==> src/rtl/request_queue_pkg.sv <==
// Shared types and constants for the memory-request queue downstream of the trace parser.
package request_queue_pkg;

   localparam int ADDRESS_WIDTH = 32;
   localparam int QUEUE_DEPTH   = 16;

   typedef logic [31:0] int_t;
   localparam int_t INT_MAX = 32'hFFFF_FFFF;

   typedef enum logic [1:0] {
      NOP   = 2'd0,
      READ  = 2'd1,
      WRITE = 2'd2
   } parsed_op_t;

   typedef struct packed {
      parsed_op_t               opcode;
      logic [ADDRESS_WIDTH-1:0] address;
      int_t                     time_cpu;
      logic                     op_ready_s;
   } parser_out_struct_t;

   typedef struct packed {
      parsed_op_t               opcode;
      logic [ADDRESS_WIDTH-1:0] address;
      int_t                     time_cpu;
   } queue_entry_t;

   typedef enum logic [1:0] {
      H_IDLE       = 2'd0,
      H_WAIT_TIME  = 2'd1,
      H_WAIT_SPACE = 2'd2
   } queue_hold_states_t;

   // Strips the handshake bit so a parser output can be stored or compared as a queue entry.
   function automatic queue_entry_t to_entry(input parser_out_struct_t p);
      queue_entry_t e;
      e.opcode   = p.opcode;
      e.address  = p.address;
      e.time_cpu = p.time_cpu;
      return e;
   endfunction

endpackage

==> src/rtl/request_queue_fifo.sv <==
// Circular request buffer; full/empty derive from a registered occupancy count.
module request_fifo
   import request_queue_pkg::*;
#(
   parameter int DEPTH = 16
) (
   input  logic                         clk,
   input  logic                         rst,
   input  logic                         enq,
   input  queue_entry_t                 enq_data,
   input  logic                         deq,
   output queue_entry_t                 head,
   output logic [$clog2(DEPTH+1)-1:0]   count,
   output logic                         full,
   output logic                         empty
);

   localparam int PTR_W = $clog2(DEPTH);
   localparam int CNT_W = $clog2(DEPTH+1);

   queue_entry_t     mem_r [DEPTH];
   logic [PTR_W-1:0] wr_ptr_r;
   logic [PTR_W-1:0] rd_ptr_r;
   logic [CNT_W-1:0] count_r;
   logic             full_r;
   logic             empty_r;
   logic             do_enq_s;
   logic             do_deq_s;
   logic [CNT_W-1:0] count_next_s;

   // Qualify requests against current occupancy and work out the next count.
   always_comb begin
      do_enq_s     = enq & ~full_r;
      do_deq_s     = deq & ~empty_r;
      count_next_s = count_r;
      if (do_enq_s && !do_deq_s) begin
         count_next_s = count_r + CNT_W'(1);
      end else if (!do_enq_s && do_deq_s) begin
         count_next_s = count_r - CNT_W'(1);
      end else begin
         count_next_s = count_r;
      end
   end

   // Pointers wrap naturally because DEPTH is a power of two.
   always_ff @(posedge clk or posedge rst) begin
      if (rst) begin
         wr_ptr_r <= '0;
         rd_ptr_r <= '0;
         count_r  <= '0;
         full_r   <= 1'b0;
         empty_r  <= 1'b1;
      end else begin
         if (do_enq_s) wr_ptr_r <= wr_ptr_r + PTR_W'(1);
         if (do_deq_s) rd_ptr_r <= rd_ptr_r + PTR_W'(1);
         count_r <= count_next_s;
         full_r  <= (count_next_s == CNT_W'(DEPTH));
         empty_r <= (count_next_s == CNT_W'(0));
      end
   end

   // Storage needs no reset: the head output is masked while empty.
   always_ff @(posedge clk) begin
      if (do_enq_s) mem_r[wr_ptr_r] <= enq_data;
   end

   // Present the oldest entry, or zero when nothing is stored.
   always_comb begin
      if (empty_r) begin
         head = '0;
      end else begin
         head = mem_r[rd_ptr_r];
      end
   end

   assign count = count_r;
   assign full  = full_r;
   assign empty = empty_r;

endmodule

==> src/rtl/request_queue.sv <==
// Memory-request queue: captures parser entries, releases them at their CPU time, owns queue_time.
module request_queue
   import request_queue_pkg::*;
#(
   parameter int QUEUE_DEPTH = request_queue_pkg::QUEUE_DEPTH
) (
   input  logic                               clk,
   input  logic                               rst,
   input  parser_out_struct_t                 parser_out,
   output int_t                               queue_time,
   output logic                               queue_full,
   output logic                               pending_request,
   input  logic                               deq_ready,
   output logic                               deq_valid,
   output queue_entry_t                       head,
   output logic [$clog2(QUEUE_DEPTH+1)-1:0]   count
);

   queue_hold_states_t state_r;
   queue_entry_t       hold_r;
   queue_entry_t       last_r;
   queue_entry_t       in_entry_s;
   int_t               queue_time_r;
   logic               pending_r;
   logic               new_entry_s;
   logic               time_reached_s;
   logic               skip_s;
   logic               enq_s;
   logic               fifo_full_s;
   logic               fifo_empty_s;

   // Detect a fresh trace line and decide whether the held entry can enter the FIFO now.
   always_comb begin
      in_entry_s     = to_entry(parser_out);
      new_entry_s    = parser_out.op_ready_s && (parser_out.opcode != NOP) &&
                       (state_r == H_IDLE) && (in_entry_s != last_r);
      time_reached_s = (queue_time_r >= hold_r.time_cpu);
      skip_s         = fifo_empty_s && (state_r == H_WAIT_TIME) &&
                       ({1'b0, hold_r.time_cpu} > ({1'b0, queue_time_r} + 33'd1));
      case (state_r)
         H_WAIT_TIME:  enq_s = time_reached_s && !fifo_full_s;
         H_WAIT_SPACE: enq_s = !fifo_full_s;
         default:      enq_s = 1'b0;
      endcase
   end

   // Hold FSM with registered pending flag, tuple capture and the simulation clock.
   always_ff @(posedge clk or posedge rst) begin
      if (rst) begin
         state_r      <= H_IDLE;
         pending_r    <= 1'b0;
         hold_r       <= '0;
         last_r       <= '0;
         queue_time_r <= '0;
      end else begin
         case (state_r)
            H_IDLE: begin
               if (new_entry_s) begin
                  hold_r    <= in_entry_s;
                  last_r    <= in_entry_s;
                  state_r   <= H_WAIT_TIME;
                  pending_r <= 1'b1;
               end
            end
            H_WAIT_TIME: begin
               if (time_reached_s && fifo_full_s) begin
                  state_r <= H_WAIT_SPACE;
               end else if (time_reached_s) begin
                  state_r   <= H_IDLE;
                  pending_r <= 1'b0;
               end
            end
            H_WAIT_SPACE: begin
               if (!fifo_full_s) begin
                  state_r   <= H_IDLE;
                  pending_r <= 1'b0;
               end
            end
            default: begin
               state_r   <= H_IDLE;
               pending_r <= 1'b0;
            end
         endcase

         if (skip_s) begin
            queue_time_r <= hold_r.time_cpu;
         end else if (queue_time_r != INT_MAX) begin
            queue_time_r <= queue_time_r + 32'd1;
         end
      end
   end

   request_fifo #(
      .DEPTH (QUEUE_DEPTH)
   ) u_fifo (
      .clk      (clk),
      .rst      (rst),
      .enq      (enq_s),
      .enq_data (hold_r),
      .deq      (deq_ready),
      .head     (head),
      .count    (count),
      .full     (fifo_full_s),
      .empty    (fifo_empty_s)
   );

   assign queue_time      = queue_time_r;
   assign pending_request = pending_r;
   assign queue_full      = fifo_full_s;
   assign deq_valid       = ~fifo_empty_s;

endmodule

==> config.mk <==
export PLATFORM = sky130hd
export DESIGN_NAME = request_queue
export DESIGN_NICKNAME = d
export VERILOG_FILES = /design/src/rtl/request_queue_pkg.sv /design/src/rtl/request_queue_fifo.sv /design/src/rtl/request_queue.sv
export SDC_FILE = /design/constraint.sdc
export NUM_CORES = 1
export LEC_CHECK = 0
export CORE_MARGIN = 8
export CORE_UTILIZATION = 45
export CTS_BUF_LIST = sky130_fd_sc_hd__clkbuf_16
export CTS_CLUSTER_SIZE = 30
export DETAILED_ROUTE_END_ITERATION = 6
export HOLD_SLACK_MARGIN = 0.15
export SLEW_MARGIN = 20
export SYNTH_ARGS = -nofsm -noshare
export SYNTH_HDL_FRONTEND = slang
export SYNTH_SLANG_ARGS = --single-unit
==> constraint.sdc <==
create_clock -name clk -period 10.6 [get_ports clk]
set_input_delay 1.59 -clock clk [delete_from_list [all_inputs] [get_ports clk]]
set_output_delay 1.59 -clock clk [all_outputs]
set_load 0.1 [all_outputs]
==> impl_summary.txt <==
----------------------------------------------------
[Critical path]
  Critical R2R Capture ... u_fifo.mem_r[4][29]
  Worst Setup Start Kind ... flip-flop
  Top cell by count, worst path ... sky130_fd_sc_hd__mux4_2
  Cell breakdown of the critical path ... buf_4, mux4_2, mux4_2, and2_1, clkdlybuf4s50_1
  Cell count of the worst reg-to-reg path ... 11
  Signal arrival time at the worst endpoint ... around 5100 ps
  Worst path slowest cell ... sky130_fd_sc_hd__dfrtp_4
  Worst-case register-to-register setup slack ... 4960 ps
  Reg2Reg Launch Point ... last_r[31]
  Number of buffers and inverters on the critical path ... 2
  Type of element capturing the critical path ... primary output
  Family with the most delay on the worst path ... buffers and inverters
  Worst Path Required ... 9010 ps
  Type of the worst setup path ... flip-flop to primary output
  Crit Path Max Fanout ... 49
  Maximum cell stage delay along the critical path ... 1010 ps

[Global routing]
  Aggregate global-route resource usage ... 0.2073
  Total global routing overflow ... 0
  Vias in the first global route ... roughly 25,000
  Initial antenna violation count ... 3
  Pin count of the biggest net entering global routing ... ~130
  Global-route wire length before repair ... 175,800 um

[Clocking]
  Sink count of the clock tree ... ~1,200
  TritonCTS clock tree ... done
  Number of buffers inserted during clock tree synthesis ... 115
  H-tree depth reported by CTS ... 3
  Setup repair bufs after CTS ... 0
  Clock edge transition at the registers on the reported setup and hold paths ... about 60 ps
  Post-cts hold buffer count ... 0
  Number of buffers between clock root and the deepest sink ... 3
  PostCTS Resize Cnt ... 0
  Clock insertion delay at the later pin of the skew report ... 730 ps
  Root buffer selected by CTS ... sky130_fd_sc_hd__clkbuf_16

[Power and ir drop]
  Worst ir drop on vdd ... 0.3379 mV
  Portion of total power attributed to the clock network ... 0.224
  Fraction of power consumed by sequential logic ... 0.385
  Combinational share of power ... 0.391
  Final Power ... 17,900 uW
  Total power per unit cell area ... roughly 330 nW/um2
  Total net switching power ... between 7000 and 8000 uW
  Switch share ... 0.4032
  Internal power consumption ... 10,690 uW
  Leak ... 0.01814 uW

[Worst hold path]
  Startpoint of the lowest-slack hold path ... u_fifo.count[4]
  Number of instances on the worst hold path ... 1
  Hold worst-path end ... u_fifo.count[4]
  Kind of path behind the tightest hold check ... flip-flop to flip-flop

[Yosys]
  Nets in the synthesized netlist ... 2,447
  Number of enable flip-flop cells after synthesis ... roughly 1,100
  Fraction of registers with async set or reset after synthesis ... 0.09898
  #FFs+latches synth ... ~1,200
  Primary flip-flop cell chosen by synthesis mapping ... sky130_fd_sc_hd__edfxtp_1
  Mux cell area share after synthesis ... 0.1733
  Synth cell types ... 65
  Synth Area in Compound Gates ... 0.01499
  Seq/Total Area, Yosys ... 0.7263
  Yosys warns ... 0
  Post-synthesis share of cell area spent on full adders, half adders and majority gates ... 0.01969
  Number of cells produced by synthesis ... 2,302
  Simple-Gate Fraction of Synth Area ... 0.03295
  Post-synthesis cell area ... 47,660 um2
  Mean instance size in the synthesized netlist ... 20.70 um2
  Xor-xnor portion of the synthesized cell area ... 0.01964
  Dominant combinational cell family by area after synthesis ... multiplexers

[STA]
  Minimum clock period after layout ... between 6000 and 7000 ps
  Max Slew Vio Count ... 0
  RSZ-0062 raised after global routing ... no
  Least setup slack across all paths after layout ... roughly 4000 ps
  Headroom to the max-slew limit ... 0.2223
  Peak Freq ... 150.4 MHz
  Count of endpoints failing hold in the final timing report ... 0
  Number of failing setup endpoints in the final timing report ... 0
  Actual transition at the worst max-transition pin ... approximately 1200 ps
  Period Utilization, post-route ... 0.6271
  Setup TNS Final ... 0 ps
  Maximum clock skew at final layout ... 28.10 ps

[Floorplanning]
  Starting Density ... 0.4534
  Cell Rows ... between 100 and 150
  Height of the die ... 341.4 um
  CORE AREA ... between 100,000 and 150,000 um2
  Horiz. Die Dim ... 341.4 um
  Die Area ... 116,600 um2
  I/O pin count ... 176

[Drt]
  Number of optimization iterations in the first detailed-route pass ... 6
  DR WL/cell ... 30.16 um
  Total wirelength of the detailed-routed design ... 121,700 um
  Overall via count from detail_route ... 23,720
  Routed vias/inst ... around 5.9
  Drt first-iter violations ... 1,945
  Residual DRC ... 0
  Antenna viol nets, final ... 0

[Layout]
  Area taken by flip-flops and latches ... ~35,000 um2
  Total area of multi-input combinational cells ... 12,550 um2
  Final #Nets ... 2,684
  Leading cell types in the layout, fill and taps excluded ... 1,056 x sky130_fd_sc_hd__edfxtp_1, 330 x sky130_fd_sc_hd__mux4_2, 175 x sky130_fd_sc_hd__clkdlybuf4s50_1
  Layout Cells excl Fill ... 4,034
  Share of post-route cells with drive strength above 1 ... 0.2489
  Area growth from synthesis to final layout ... 15.36%
  Most common cell after layout, fill and taps aside ... sky130_fd_sc_hd__edfxtp_1
  Total of fill cells in the finished design ... between 8,000 and 9,000

[Flow run]
  Number of violations of the max-capacitance limit ... 0

[Placement]
  Dpl cells ... 3,813
  # port buffers ... roughly 180
  Total half-perimeter wirelength after legalization and detailed placement ... 69,460 um
  Weighted congestion at the end of routability-driven global placement ... 0.8132
  Post-Place Setup Slack ... 4535 ps

[Status]
  Run status ... complete, no violations

----------------------------------------------------
-- metrics by stage --
| step | util | hold WS, ps | cell area (um2) |
|---|---|---|---|
| 2_1_floorplan | - | 516.3 | 47660 |
| 3_3_place_gp | 0.4873 | 520.4 | 51230 |
| 3_5_place_dp | 0.4874 | 517.5 | 51230 |
| 4_1_cts | 0.5229 | 540.9 | 54970 |
| 5_1_grt | 0.5229 | 560.6 | 54970 |
| 6_report | 0.5230 | 538.8 | 54980 |
-- metal layers --
metal | global-route usage | vias to the layer above | part of all wire
met1 | 0.2889 | 12940 | 0.42
met3 | 0.04005 | 135 | 0.069
met5 | 0 | - | 0
met4 | 0.04487 | 0 | 0.017
li1 | - | 9861 | -
met2 | 0.3414 | 789 | 0.49
-- worst max-delay path by stage --
stage	start	slack (ps)	depth (start not counted)	end
after CTS	u_fifo.rd_ptr_r[1]	3750	5	head[38]
after floorplan	queue_time[0]	2790	10	u_fifo.mem_r[3][0]
after global routing	u_fifo.rd_ptr_r[0]	3640	5	head[15]
final	u_fifo.rd_ptr_r[0]	3950	5	head[14]
after global placement	u_fifo.rd_ptr_r[1]	4590	5	head[38]
after detailed placement	u_fifo.rd_ptr_r[1]	4530	5	head[38]
-- power by group through the flow --
| stage | clock network, uW | registers [uW] | logic [uW] |
|---|---|---|---|
| detailed placement | 0 | 7000 | 7070 |
| floorplan | 0 | 6900 | 5060 |
| CTS | 4090 | 6910 | 7090 |
| global route | 4250 | 7000 | 7350 |
| global placement | 0 | 6920 | 7030 |
| finish | 4010 | 6890 | 7000 |
-- cell type report --
type | instances | share of cell area
Sequential cell | 1172 | 0.6299
Multi-Input combinational cell | 981 | 0.2282
Clock buffer | 115 | 0.05234
Timing Repair Buffer | 223 | 0.03894
Tap cell | 1391 | 0.03166
Clock inverter | 103 | 0.01559
Inverter | 46 | 0.003232
Antenna cell | 3 | 0.0001365
-- synthesized netlist by cell type (15+ instances only) --
cell                       number  area share
sky130_fd_sc_hd__xnor2_1       54      0.0099
sky130_fd_sc_hd__buf_2         28      0.0029
sky130_fd_sc_hd__o21ai_0       41      0.0043
sky130_fd_sc_hd__nor2_1        32      0.0025
sky130_fd_sc_hd__a21oi_1       25      0.0026
sky130_fd_sc_hd__nand3_1       15      0.0016
sky130_fd_sc_hd__and2_1        67      0.0088
sky130_fd_sc_hd__nand4_1       21      0.0028
sky130_fd_sc_hd__mux2_4        26      0.0082
sky130_fd_sc_hd__xor2_1        51      0.0094
sky130_fd_sc_hd__inv_1         46      0.0036
sky130_fd_sc_hd__dfrtp_1      115       0.060
sky130_fd_sc_hd__edfxtp_1    1056        0.67
sky130_fd_sc_hd__nand2_1      111      0.0087
sky130_fd_sc_hd__clkbuf_1      61      0.0048
sky130_fd_sc_hd__mux4_2       330        0.16
sky130_fd_sc_hd__mux2_2        38      0.0090
sky130_fd_sc_hd__ha_1          75       0.020
-- cell families (layout without fill, tap and decap cells) --
kind of cell,count (synthesis),count (layout)
xor gates and xnor gates,106,106
adders and majority gates,75,75
DFF,1172,1172
muxes,395,395
buffers and inverters,149,487
and+or+nand+nor,298,298
AOI/OAI and AO/OA,107,107
other,0,3
-- flip-flops by register name, indices dropped and copies added, names as in the netlist --
register,flops
u_fifo.empty,1
pending_request,1
u_fifo.count,5
u_fifo.full,1
last_r,66
queue_time,32
u_fifo.mem_r,1056
state_r,2
u_fifo.wr_ptr_r,4
u_fifo.rd_ptr_r,4
(Power assumes the default switching activity.)
